$ cat src/rtl/fir_pkg.sv
// Shared definitions for the time-multiplexed FIR: controller states,
// datapath width helpers and the output range / saturation helpers.
package fir_pkg;

  typedef enum logic [1:0] {
    IDLE  = 2'd0,
    MAC   = 2'd1,
    DRAIN = 2'd2,
    OUT   = 2'd3
  } fir_state_e;

  // Wide enough to hold any scaled accumulator handled by the helpers below.
  localparam int FIR_CALC_W = 64;

  // Exact accumulator width: full product plus growth for TAPS additions.
  function automatic int fir_acc_w(input int data_w, input int coef_w, input int taps);
    return data_w + coef_w + $clog2(taps);
  endfunction

  // True when s does not fit in a signed out_w-bit result.
  function automatic logic fir_ovf(input logic signed [FIR_CALC_W-1:0] s, input int out_w);
    logic signed [FIR_CALC_W-1:0] hi;
    logic signed [FIR_CALC_W-1:0] lo;
    hi = (64'sd1 <<< (out_w - 1)) - 64'sd1;
    lo = -hi - 64'sd1;
    return (s > hi) || (s < lo);
  endfunction

  // Clamp to the signed out_w-bit range when sat_en, otherwise pass through
  // so the caller's truncation gives wrap-around.
  function automatic logic signed [FIR_CALC_W-1:0] fir_limit(
    input logic signed [FIR_CALC_W-1:0] s, input int out_w, input logic sat_en);
    logic signed [FIR_CALC_W-1:0] hi;
    logic signed [FIR_CALC_W-1:0] lo;
    hi = (64'sd1 <<< (out_w - 1)) - 64'sd1;
    lo = -hi - 64'sd1;
    if (sat_en && (s > hi)) return hi;
    if (sat_en && (s < lo)) return lo;
    return s;
  endfunction

endpackage

$ cat src/rtl/fir_mac_datapath.sv
// Multiply-accumulate datapath: product register, exact accumulator and
// output scaling. Build option FIR_SAT_EN selects clamping instead of
// wrap-around on the scaled result; ovf is the same in both builds.
module fir_mac
  import fir_pkg::*;
#(
  parameter int DATA_W = 16,
  parameter int COEF_W = 16,
  parameter int TAPS   = 64,
  parameter int OUT_W  = 16,
  parameter int SHIFT  = 15
) (
  input  logic                     clk,
  input  logic                     rstn,
  input  logic                     clr_i,
  input  logic                     prod_en_i,
  input  logic                     acc_en_i,
  input  logic signed [DATA_W-1:0] x_i,
  input  logic signed [COEF_W-1:0] c_i,
  output logic signed [OUT_W-1:0]  res_o,
  output logic                     ovf_o
);

  localparam int PROD_W = DATA_W + COEF_W;
  localparam int ACC_W  = fir_acc_w(DATA_W, COEF_W, TAPS);
`ifdef FIR_SAT_EN
  localparam logic SAT_EN = 1'b1;
`else
  localparam logic SAT_EN = 1'b0;
`endif

  logic signed [PROD_W-1:0]     prod_q, prod_d;
  logic signed [ACC_W-1:0]      acc_q, acc_d;
  logic signed [ACC_W-1:0]      scaled;
  logic signed [FIR_CALC_W-1:0] scaled_ext;

  // Next product / accumulator; the accumulator always adds the product
  // registered one cycle earlier.
  always_comb begin
    prod_d = prod_q;
    acc_d  = acc_q;
    if (clr_i) begin
      prod_d = '0;
      acc_d  = '0;
    end else begin
      if (prod_en_i) prod_d = PROD_W'(x_i) * PROD_W'(c_i);
      if (acc_en_i)  acc_d  = acc_q + ACC_W'(prod_q);
    end
  end

  // Product and accumulator registers.
  always_ff @(posedge clk or negedge rstn) begin
    if (!rstn) begin
      prod_q <= '0;
      acc_q  <= '0;
    end else begin
      prod_q <= prod_d;
      acc_q  <= acc_d;
    end
  end

  assign scaled     = acc_q >>> SHIFT;
  assign scaled_ext = FIR_CALC_W'(scaled);
  assign res_o      = OUT_W'(fir_limit(scaled_ext, OUT_W, SAT_EN));
  assign ovf_o      = fir_ovf(scaled_ext, OUT_W);

endmodule

$ cat src/rtl/fir_mac_param.sv
// Parametrised time-multiplexed FIR: controller, circular delay line and
// coefficient memory around a single MAC datapath (fir_mac).
// Build option FIR_SAT_EN (see fir_mac) clamps dout on overflow.
module fir_mac_param
  import fir_pkg::*;
#(
  parameter int DATA_W = 16,
  parameter int COEF_W = 16,
  parameter int TAPS   = 64,
  parameter int OUT_W  = 16,
  parameter int SHIFT  = 15
) (
  input  logic                       clk,
  input  logic                       rstn,
  input  logic                       valid_in,
  output logic                       ready_in,
  input  logic signed [DATA_W-1:0]   data_in,
  input  logic                       coef_we,
  input  logic [$clog2(TAPS)-1:0]    coef_addr,
  input  logic signed [COEF_W-1:0]   coef_din,
  output logic                       valid_out,
  output logic signed [OUT_W-1:0]    dout,
  output logic                       ovf
);

  localparam int AW = $clog2(TAPS);
  localparam logic [AW-1:0] LAST = AW'(TAPS - 1);

  fir_state_e state_q, state_d;
  logic [AW-1:0] k_q, k_d;
  logic [AW-1:0] wp_q, wp_d;
  logic [AW-1:0] rd_idx;
  logic signed [DATA_W-1:0] dline_q [TAPS];
  logic signed [COEF_W-1:0] coef_q  [TAPS];
  logic                     valid_q;
  logic signed [OUT_W-1:0]  dout_q;
  logic                     ovf_q;
  logic accept, coef_wr, mac_clr, prod_en, acc_en, out_load;
  logic signed [OUT_W-1:0]  res;
  logic                     res_ovf;

  // Controller: OUT also accepts so a new sample can start on the edge
  // that raises valid_out, giving one sample every TAPS+2 cycles.
  always_comb begin
    state_d  = state_q;
    k_d      = k_q;
    wp_d     = wp_q;
    ready_in = 1'b0;
    accept   = 1'b0;
    coef_wr  = 1'b0;
    mac_clr  = 1'b0;
    prod_en  = 1'b0;
    acc_en   = 1'b0;
    out_load = 1'b0;
    case (state_q)
      IDLE: begin
        ready_in = 1'b1;
        coef_wr  = coef_we;
        accept   = valid_in;
      end
      MAC: begin
        prod_en = 1'b1;
        acc_en  = 1'b1;
        k_d     = k_q + AW'(1);
        if (k_q == LAST) begin
          k_d     = '0;
          state_d = DRAIN;
        end
      end
      DRAIN: begin
        acc_en  = 1'b1;
        wp_d    = (wp_q == LAST) ? '0 : wp_q + AW'(1);
        state_d = OUT;
      end
      OUT: begin
        ready_in = 1'b1;
        out_load = 1'b1;
        accept   = valid_in;
        state_d  = IDLE;
      end
      default: state_d = IDLE;
    endcase
    if (accept) begin
      mac_clr = 1'b1;
      k_d     = '0;
      state_d = MAC;
    end
  end

  // Controller registers.
  always_ff @(posedge clk or negedge rstn) begin
    if (!rstn) begin
      state_q <= IDLE;
      k_q     <= '0;
      wp_q    <= '0;
    end else begin
      state_q <= state_d;
      k_q     <= k_d;
      wp_q    <= wp_d;
    end
  end

  // Delay line and coefficient memory; the sample lands at wp on accept.
  always_ff @(posedge clk or negedge rstn) begin
    if (!rstn) begin
      for (int i = 0; i < TAPS; i++) begin
        dline_q[i] <= '0;
        coef_q[i]  <= '0;
      end
    end else begin
      if (accept)  dline_q[wp_q]    <= data_in;
      if (coef_wr) coef_q[coef_addr] <= coef_din;
    end
  end

  // x[n-k] lives at (wp-k) mod TAPS; the wrap branch handles non-power-of-2 TAPS.
  assign rd_idx = (wp_q >= k_q) ? (wp_q - k_q) : (wp_q + AW'(TAPS) - k_q);

  fir_mac #(
    .DATA_W (DATA_W),
    .COEF_W (COEF_W),
    .TAPS   (TAPS),
    .OUT_W  (OUT_W),
    .SHIFT  (SHIFT)
  ) u_mac (
    .clk       (clk),
    .rstn      (rstn),
    .clr_i     (mac_clr),
    .prod_en_i (prod_en),
    .acc_en_i  (acc_en),
    .x_i       (dline_q[rd_idx]),
    .c_i       (coef_q[k_q]),
    .res_o     (res),
    .ovf_o     (res_ovf)
  );

  // Output registers: dout/ovf hold between strobes.
  always_ff @(posedge clk or negedge rstn) begin
    if (!rstn) begin
      valid_q <= 1'b0;
      dout_q  <= '0;
      ovf_q   <= 1'b0;
    end else begin
      valid_q <= out_load;
      if (out_load) begin
        dout_q <= res;
        ovf_q  <= res_ovf;
      end
    end
  end

  assign valid_out = valid_q;
  assign dout      = dout_q;
  assign ovf       = ovf_q;

endmodule

$ cat config.mk
export PLATFORM = sky130hd
export DESIGN_NAME = fir_mac_param
export DESIGN_NICKNAME = d
export VERILOG_FILES = /design/src/rtl/fir_pkg.sv /design/src/rtl/fir_mac_datapath.sv /design/src/rtl/fir_mac_param.sv
export SDC_FILE = /design/constraint.sdc
export NUM_CORES = 2
export LEC_CHECK = 0
export BUFFER_PORTS_ARGS = -buffer_cell sky130_fd_sc_hd__clkbuf_2
export CORE_MARGIN = 2
export CORE_UTILIZATION = 40
export CTS_CLUSTER_SIZE = 12
export DETAILED_ROUTE_END_ITERATION = 10
export GPL_TIMING_DRIVEN = 1
export PLACE_DENSITY = 0.62
export SYNTH_ARGS = -nofsm -noshare
export SYNTH_HDL_FRONTEND = slang
export SYNTH_SLANG_ARGS = --single-unit
$ cat constraint.sdc
create_clock -name clk -period 8.3 [get_ports clk]
set_input_delay 0.415 -clock clk [delete_from_list [all_inputs] [get_ports clk]]
set_output_delay 0.415 -clock clk [all_outputs]
set_load 0.01 [all_outputs]
==> flow_metrics.tcl <==
set metrics [dict create \
    synth_area_um2 109000 \
    cts_root_buffer "clkbuf_16" \
    multi_input_area_um2 52600 \
    area_delta_synth_final_pct 15.0 \
    hold_depth 3 \
    synth_area_leaders "dfrtp_1, mux2_2, mux4_2, fa_1, ha_1" \
    io_pins 61 \
    ys.flop_type "dfrtp_1" \
    min_to "u_mac.acc_q[1]$_DFFE_PN0P_" \
    cp-start-kind "register" \
    routed-via-count 63703 \
    p_total_mw 39.0 \
    cts_buffers 233 \
    dieHeight_um 527 \
    startpoint "k_q[0]$_DFFE_PN0P_" \
    arrival_ps 9430 \
    crit_type "reg2reg" \
    p_per_area_nw_per_um2 310 \
    p_leak_nw 59.7 \
    synth_top_area_cell "dfrtp_1" \
    holdCritPathClass "in2reg" \
    status "complete, but fails checks" \
    tightest_slew_ps 1270 \
    path_clk_slew_ps 60 \
    routabilityCongestion 0.882 \
    dp_cells 10911 \
    worst_setup_path_end_kind "register" \
    synth-seq-area-share_pct 49.2 \
    period_minus_slack_ps 8720 \
    crit_path_top_delay_cell "fa_4" \
    grt_overflow_total 0 \
    fin_skew_ps 77.5 \
    clock_path_buffers 4 \
    fillers 23563 \
    drive_gt1_share_pct 50.7 \
    fp.dieW_um 527 \
    synth_top_area_share_pct 49.2 \
    wl_per_cell_um 24.8 \
    maxSlewHeadroom_pct 15.0 \
    timing.fmax_mhz 115 \
    path_common_cell "fa_1" \
    slew_violations 0 \
    yosysMostFrequentCell "dfrtp_1" \
    setup_ws_ps -423 \
    row_count 191 \
    dpl_cell_area_um2 116000 \
    first_pass_iters 5 \
    reg2reg_slack_ps -420 \
    htreeDepth 4 \
    grt_max_degree 200 \
    hp-start "valid_in" \
    ir_worst_vdd_mv 0.218 \
    cts_tree "built" \
    critPathMaxStageDelay_ps 810 \
    layout.cells.non_filler 11423 \
    cp.required_ps 9000 \
    yosysUniqueCellTypes 82 \
    regArea_um2 53800 \
    antenna_left 0 \
    die-area_um2 277000 \
    synth_seq_cells 2150 \
    grt_pass1_vias 68636 \
    rr_startpoint "k_q[0]$_DFFE_PN0P_" \
    antenna_found_initial 6 \
    yosysWarnings 0 \
    crit_fanout 7 \
    grt_pass1_wl_um 438000 \
    rsz0062_at_grt "yes" \
    track_usage_pct 20.5 \
    r2r.worst_path.cells 30 \
    synth_common_cells "dfrtp_1, mux2_2, mux4_2" \
    clk_latency_ps 900 \
    dp_hpwl_um 178000 \
    synth_edf_count 0 \
    cts_sinks 2150 \
    drt_iter0_drc 3934 \
    synth_nets 7826 \
    min_period_over_period_pct 105 \
    setup_violations 19 \
    final_nets 8108 \
    start_util_pct 40.3 \
    via_per_inst 5.58 \
    violations "negative setup slack" \
    hold_viol 0 \
    synth.avg_cell_area_um2 14.8 \
    finalSetupTns_ps -5560 \
    drc 0 \
    core_area_um2 271000 \
    wl_um 284000 \
    maxCapViolations 0 \
    synthArstFlopShare_pct 100 \
    r2r-end "u_mac.prod_q[22]$_DFFE_PN0P_" \
    io_buffers 60 \
    final_area_um2 126000 \
    syn_inst 7388 \
]
[layer usage]
metal | GRT usage, % | up-vias | wire length (µm)
li1 | - | 27224 | -
met1 | 28.1 | 34824 | 124000
met2 | 34.1 | 1206 | 140000
met3 | 2.72 | 439 | 11600
met4 | 5.93 | 10 | 8170
met5 | 0 | - | 58
[worst max-delay path by stage]
stage,to,slack (ps)
CTS,u_mac.prod_q[30]$_DFFE_PN0P_,-460
finish,u_mac.prod_q[22]$_DFFE_PN0P_,-420
global placement,u_mac.prod_q[30]$_DFFE_PN0P_,-850
detailed placement,u_mac.prod_q[30]$_DFFE_PN0P_,-920
floorplan,u_mac.prod_q[22]$_DFFE_PN0P_,20
global route,u_mac.prod_q[24]$_DFFE_PN0P_,-600
[cell usage in the layout, fill, tap and decap left out, types with 18 or more instances in the layout]
master     synthesis  final
or2_1             21     19
inv_2              3     20
buf_12             0     72
clkbuf_1         398     75
nand2b_1          26     23
a21oi_1           72     64
clkinv_2           1     37
buf_6             22     26
o21ai_0           75     64
ha_1             131    114
fa_1             265    245
nand3_1           26     24
nand2_1          241    236
nand4_1           19     19
xnor2_1           37     35
inv_1            316    299
mux4_2           621    623
buf_4             44    461
nor2_1           277    192
xor2_1            24     23
a21o_1            24     24
or2_2             34     28
and2_1            20     18
clkbuf_8           0     54
dfrtp_1         2150   2146
fa_2               0     19
nor2_2             0     76
clkbuf_2           0     59
mux2i_1           58     38
clkbuf_16          0    238
mux2_2          2084   2070
[state kept, by name (all words and copies together), names as in the netlist]
name          count
coef_q         1024
dline_q        1024
u_mac.acc_q      38
u_mac.prod_q     32
dout             16
k_q               6
wp_q              6
state_q           2
ovf               1
valid_out         1
[power breakdown]
| group | internal (mW) | switching, mW |
|---|---|---|
| registers | 11.9 | 0.724 |
| clock network | 5.91 | 4.26 |
| logic | 8.20 | 7.98 |
[cell type report]
class	instances	area share [%]
clock inverters	52	0.432
multi-input cells	4317	41.9
flip-flops and latches	2150	42.8
diodes	3	0.00597
inverters	323	0.968
clock buffers	363	5.48
well taps	3570	3.55
repair buffers	645	4.85
[stage by stage]
step                worst slack, ps  hold WS, ps  util [%]
floorplan                      24.5          119         -
global placement               -851          471      42.8
detailed placement             -920          478      42.8
CTS                            -464         87.0      46.0
global route                   -604          133      46.3
finish                         -423          144      46.3
[critical path, delay by kind of cell, from the launching register on]
kind / cells / cell delay (ps)
AOI/OAI and AO/OA: 5 / 920
muxes: 4 / 1360
adders and majority gates: 9 / 4110
and+or+nand+nor: 4 / 790
DFF: 1 / 510
buffers and inverters: 8 / 850
[what timing repair did]
| item | CTS | global route |
|---|---|---|
| pin swaps | 82 | 87 |
| endpoints found under the setup margin | 20 | 21 |
| resized for setup | 153 | 104 |
| buffers inserted | 48 | 42 |
| hold buffers | 1 | 0 |
| cloned | 5 | 4 |
| hold endpoints to repair | 135 | 0 |
[cells by family (layout without fill, tap and decap cells)]
| group | Yosys count | in the layout | share of synthesized area [%] |
|---|---|---|---|
| flip-flops | 2150 | 2150 | 49.2 |
| other | 0 | 3 | 0 |
| multiplexers | 2778 | 2778 | 35.2 |
| AND/OR/NAND/NOR | 771 | 771 | 3.25 |
| buffers and inverters | 921 | 1383 | 3.59 |
| AO/OA/AOI/OAI | 311 | 311 | 1.91 |
| XOR/XNOR | 61 | 61 | 0.489 |
| adder cells (fa/ha/maj) | 396 | 396 | 6.36 |
(Power assumes the default switching activity.)
